===== src/rtl/wl_sequencer.sv =====
// Word-line sequencer: registered row/CAM driver with a request/ready handshake
// and a timed MAC burst that walks consecutive rows with a precharge gap.
module wl_sequencer #(
  parameter int ROWS  = 16,
  parameter int AW    = $clog2(ROWS),
  parameter int PULSE = 2
) (
  input  logic            clk,
  input  logic            rst,
  input  logic            req_valid,
  output logic            req_ready,
  input  logic [1:0]      mode,
  input  logic [AW-1:0]   addr,
  input  logic [AW:0]     len,
  input  logic [ROWS-1:0] key,
  output logic [ROWS-1:0] WL,
  output logic [ROWS-1:0] WLB,
  output logic            busy,
  output logic            done,
  output logic [AW-1:0]   row_idx
);

  localparam int CW = (PULSE > 1) ? $clog2(PULSE) : 1;
  localparam logic [1:0] M_CAM = 2'b00, M_WR = 2'b10, M_BURST = 2'b11;
  localparam logic [AW:0] ROWS_L = (AW+1)'(ROWS);

  typedef enum logic [1:0] {IDLE, DRIVE, GAP} state_t;

  state_t          state_q, state_d;
  logic [1:0]      mode_q, mode_d;
  logic [AW-1:0]   row_q, row_d;
  logic [AW:0]     rem_q, rem_d;
  logic [ROWS-1:0] key_q, key_d;
  logic [CW-1:0]   cnt_q, cnt_d;
  logic [ROWS-1:0] wl_q, wl_d, wlb_q, wlb_d;
  logic            done_q, done_d;
  logic [AW-1:0]   row_idx_q, row_idx_d;
  logic            accept, drive;
  logic [AW:0]     len_n;

  function automatic logic [ROWS-1:0] enc(input logic [1:0] m, input logic [AW-1:0] r,
                                          input logic [ROWS-1:0] k);
    logic [ROWS-1:0] oh;
    oh    = '0;
    oh[r] = 1'b1;
    case (m)
      M_CAM:   enc = k;
      M_WR:    enc = ~oh;
      default: enc = oh;
    endcase
  endfunction

  assign req_ready = (state_q == IDLE) && !rst;
  assign accept    = req_valid && req_ready;
  assign len_n     = (len > ROWS_L) ? ROWS_L : len;

  always_comb begin
    state_d   = state_q;
    mode_d    = mode_q;
    row_d     = row_q;
    rem_d     = rem_q;
    key_d     = key_q;
    cnt_d     = cnt_q;
    done_d    = 1'b0;
    drive     = 1'b0;
    wl_d      = '0;
    wlb_d     = '0;
    row_idx_d = '0;
    case (state_q)
      IDLE: if (accept) begin
        mode_d = mode;
        row_d  = addr;
        key_d  = key;
        cnt_d  = CW'(PULSE - 1);
        // An empty burst completes without ever touching the word lines.
        if (mode == M_BURST && len == '0) begin
          done_d = 1'b1;
        end else begin
          state_d = DRIVE;
          rem_d   = (mode == M_BURST) ? len_n - (AW+1)'(1) : '0;
          drive   = 1'b1;
        end
      end
      DRIVE: begin
        if (cnt_q == '0) begin
          state_d = GAP;
        end else begin
          cnt_d = cnt_q - CW'(1);
          drive = 1'b1;
        end
      end
      GAP: begin
        if (rem_q != '0) begin
          state_d = DRIVE;
          row_d   = row_q + AW'(1);
          rem_d   = rem_q - (AW+1)'(1);
          cnt_d   = CW'(PULSE - 1);
          drive   = 1'b1;
        end else begin
          state_d = IDLE;
          done_d  = 1'b1;
        end
      end
      default: state_d = IDLE;
    endcase
    if (drive) begin
      wl_d      = enc(mode_d, row_d, key_d);
      wlb_d     = ~wl_d;
      row_idx_d = (mode_d == M_CAM) ? '0 : row_d;
    end
  end

  always_ff @(posedge clk) begin
    if (rst) begin
      state_q   <= IDLE;
      mode_q    <= '0;
      row_q     <= '0;
      rem_q     <= '0;
      key_q     <= '0;
      cnt_q     <= '0;
      wl_q      <= '0;
      wlb_q     <= '0;
      done_q    <= 1'b0;
      row_idx_q <= '0;
    end else begin
      state_q   <= state_d;
      mode_q    <= mode_d;
      row_q     <= row_d;
      rem_q     <= rem_d;
      key_q     <= key_d;
      cnt_q     <= cnt_d;
      wl_q      <= wl_d;
      wlb_q     <= wlb_d;
      done_q    <= done_d;
      row_idx_q <= row_idx_d;
    end
  end

  assign WL      = wl_q;
  assign WLB     = wlb_q;
  assign busy    = (state_q != IDLE);
  assign done    = done_q;
  assign row_idx = row_idx_q;

endmodule


===== config.mk =====
export PLATFORM = sky130hd
export DESIGN_NAME = wl_sequencer
export DESIGN_NICKNAME = d
export VERILOG_FILES = /design/src/rtl/wl_sequencer.sv
export SDC_FILE = /design/constraint.sdc
export NUM_CORES = 1
export LEC_CHECK = 0
export BUFFER_PORTS_ARGS = -buffer_cell sky130_fd_sc_hd__buf_4
export CAP_MARGIN = 5
export CORE_ASPECT_RATIO = 1.5
export CORE_MARGIN = 2
export CORE_UTILIZATION = 58
export CTS_CLUSTER_SIZE = 14
export DETAILED_ROUTE_END_ITERATION = 8
export PLACE_DENSITY = 0.89
export SLEW_MARGIN = 0
export SYNTH_ARGS = -nofsm -noshare
export SYNTH_HDL_FRONTEND = slang
export SYNTH_SLANG_ARGS = --single-unit

===== constraint.sdc =====
create_clock -name clk -period 6.5 [get_ports clk]
set_input_delay 0.65 -clock clk [delete_from_list [all_inputs] [get_ports clk]]
set_output_delay 0.65 -clock clk [all_outputs]
set_load 0.1 [all_outputs]

==> run_results.csv <==
group,metric,value,unit
layout,final_area,3880,um^2
power,power.density,279,nW/um^2
floorplanning,start_util,60.6,%
sta,rsz0062_at_grt,"no",
layout,instances_no_fill,488,
routing,wl,8050,um
cts,cts-root-buf,"clkbuf_8",
routing,wl_met1,3060,um
routing,met3_wirelength,419,um
synth,synth_fa_ha_area_share,1.59,%
sta,tightestPinTransition,0.980,ns
sta,period_minus_slack,3.06,ns
cts,clkTransAtPathRegs,0.07,ns
cts,cts_resized,0,
layout,insertedDiodeCount,0,
critical_path,crit_buf_inv,1,
min_path,holdPathStages,2,
synth,synth_top_family_by_area,"simple AND/OR/NAND/NOR gates",
placed_design,dp_hpwl,5700,um
critical_path,start_kind,"flop",
cts,cts_tree,"yes",
critical_path,cp_max_fo,28,
critical_path,crit_path_end_kind,"flop",
routing,vias,2919,
routing,vias_per_cell,5.98,
routing,wl_per_cell,16.5,um
layout,seqCellArea,1340,um^2
critical_path,path_class,"flop to flop",
cts,insertion_delay,0.35,ns
critical_path,worst-path-stages,6,
placed_design,port_buffers,68,
layout,layout_common_cells,"buf_4 (69), dfxtp_1 (67), nand2_1 (37)",
cts,cts_made_buffers,9,
critical_path,cp.required,6.73,ns
sta,setup_slack,3.44,ns
routing,antenna_left,0,
layout,final_common_cell,"buf_4",
sta,finClkSkew,0.00977,ns
run_status,outcome,"completed",
sta,finalSetupTns,0,ns
synth,synth_mux_area_share,4.17,%
layout,fin_util,74.6,%
layout,drive_above_1_share,24.8,%
critical_path,crit_chain,"or4b_1 -> a2bb2oi_1 -> a221o_1 -> inv_2 -> o21ai_1 -> nor2_1",
power,p_leak,1.58,nW
synth,synth_edf_count,0,
sta,slew_headroom,32.8,%
grt,antenna_found_initial,0,
critical_path,cpMaxStageDelayCell,"or4b_1",
placed_design,dpl_worst_slack,3.18,ns
grt,grt_max_degree,37,
floorplanning,rows,32,
placed_design,gp_congestion,0.909,
grt,grt.total_usage,28.5,%
synth,synth_seq_cells,67,
synth,synth_simple_gate_area_share,25.3,%
cts,post_cts_buffers,0,
routing,routed.top_layer,"met4",
sta,finalSetupViolCount,0,
sta,fmax,327,MHz
min_path,hold_class,"flop to flop",
floorplanning,io-pin-count,69,
layout,multi_input_area,1680,um^2
routing,drtPass1Iterations,5,
synth,synth.distinct_cells,62,
routing,drc,0,
sta,fin_crit_sh,47.0,%
synth,yosysSeqAreaShare,42.6,%
grt,grt_pass1_wl,13300,um
cts,cts_sinks,67,
critical_path,critical-path-top-delay-family,"compound AO/OA/AOI/OAI gates",
floorplanning,die_h,94.3,um
placed_design,post_dp_cell_area,3660,um^2
layout,synthToLayoutAreaGrowth,23.2,%
routing,drt_iter0_drc,183,
synth,ys_warn_count,0,
grt,grt_pass1_vias,2834,
critical_path,max_stage_delay,0.78,ns
placed_design,placed_cells,472,
cts,ctsLongestPathBuffers,2,
job,drv_cap,0,
layout,fillers,399,
synth,netlist_instances,358,
floorplanning,die_w,64.2,um
floorplanning,floorplan.die_area,6050,um^2
floorplanning,core-area,5200,um^2
critical_path,reg2reg_slack,3.44,ns
synth,synth.avg_cell_area,8.80,um^2
cts,cts_hold_buf,0,
critical_path,r2r_cells,6,
synth,synth-xor-area-share,0.556,%
synth,syn-num-nets,392,
layout,final_net_count,449,
sta,drv_slew,0,
synth,async_flop_share,0,%
routing,met2_wirelength,4330,um
cts,htree_levels,3,
sta,hold_viol,0,
critical_path,arrival,3.29,ns
synth,synth_compound_area_share,21.4,%
power,max-vdd-ir-drop,0.180,mV
grt,grt_overflow,0,
synth,synthFlopType,"dfxtp_1",
synth,synthesis.area,3150,um^2
## cells in the mapped netlist (3+ instances only)
cell type  instances  area, um^2
and3_1             9        56.3
o21ai_0           14        70.1
o221ai_1           3        26.3
nand2_1           37         139
buf_1              4        15.0
nand3b_1           4        30.0
and4_1             4        35.0
inv_1              8        30.0
nor3_1            10        50.1
a21o_1             4        30.0
o211ai_1           3        22.5
ha_1               4        50.1
a21oi_1           25         125
o22ai_1            3        18.8
nand3_1           10        50.1
clkbuf_1          11        41.3
nor2b_1            4        25.0
nor3_2             3        30.0
buf_2              6        30.0
and2_1             7        43.8
nor2_1            35         131
nor3b_1           10        75.1
a221o_1            3        30.0
nand2b_1           4        25.0
a22oi_1            3        22.5
nand4_1            3        18.8
o21a_1             4        30.0
mux2i_1           12         120
a31oi_1            6        37.5
dfxtp_1           67        1340
## layer usage
metal / up-vias / track usage [%]
met5: - / 0
met1: 1378 / 31.2
met2: 107 / 51.0
met3: 26 / 7.43
met4: 0 / 12.8
li1: 1408 / -
## worst paths after layout
| check | start | endpoint |
|---|---|---|
| worst max-delay path | state_q[0]$_SDFFE_PP0P_ | row_idx[2]$_SDFF_PP0_ |
| worst min-delay path | key_q[14]$_SDFF_PP0_ | key_q[14]$_SDFF_PP0_ |
| worst max register to register | state_q[0]$_SDFFE_PP0P_ | row_idx[2]$_SDFF_PP0_ |
| worst min register to register | key_q[14]$_SDFF_PP0_ | key_q[14]$_SDFF_PP0_ |
## sequential cells by signal, indices dropped and copies added (netlist names)
register and count:
state_q 2, mode_q 2, cnt_q 1, done 1
key_q 16, rem_q 5, row_q 4, row_idx 4
WLB 16, WL 16
## cell families after synthesis
logic type | Yosys count
buffers and inverters | 32
muxes | 13
adders and majority gates | 4
DFF | 67
xor gates and xnor gates | 2
and+or+nand+nor | 149
AOI/OAI and AO/OA | 91
## power breakdown
| part | internal [mW] | switching [mW] |
|---|---|---|
| combinational | 0.0712 | 0.180 |
| sequential | 0.431 | 0.0127 |
| clock | 0.226 | 0.162 |
## tightest hold or removal path, delay by kind of cell (launching register included)
family / cells / cell delay [ns]
flops: 1 / 0.31
compound gates: 1 / 0.05
simple gates: 1 / 0.05
## area by class of cell
| cell class | count | share of cell area, % |
|---|---|---|
| Clock buffer | 10 | 3.54 |
| Clock inverter | 6 | 2.29 |
| Inverter | 9 | 0.870 |
| Multi-Input combinational cell | 259 | 43.2 |
| Sequential cell | 67 | 34.5 |
| Tap cell | 68 | 2.19 |
| Timing Repair Buffer | 69 | 13.3 |
## metrics by stage
| step | hold WS (ns) | power, mW |
|---|---|---|
| global route | 0.475 | 1.12 |
| global placement | 0.438 | 0.696 |
| detailed placement | 0.448 | 0.700 |
| finish | 0.457 | 1.08 |
| floorplan | 0.423 | 0.640 |
| CTS | 0.460 | 1.08 |
Note: power is estimated with default switching activity, not from simulation.
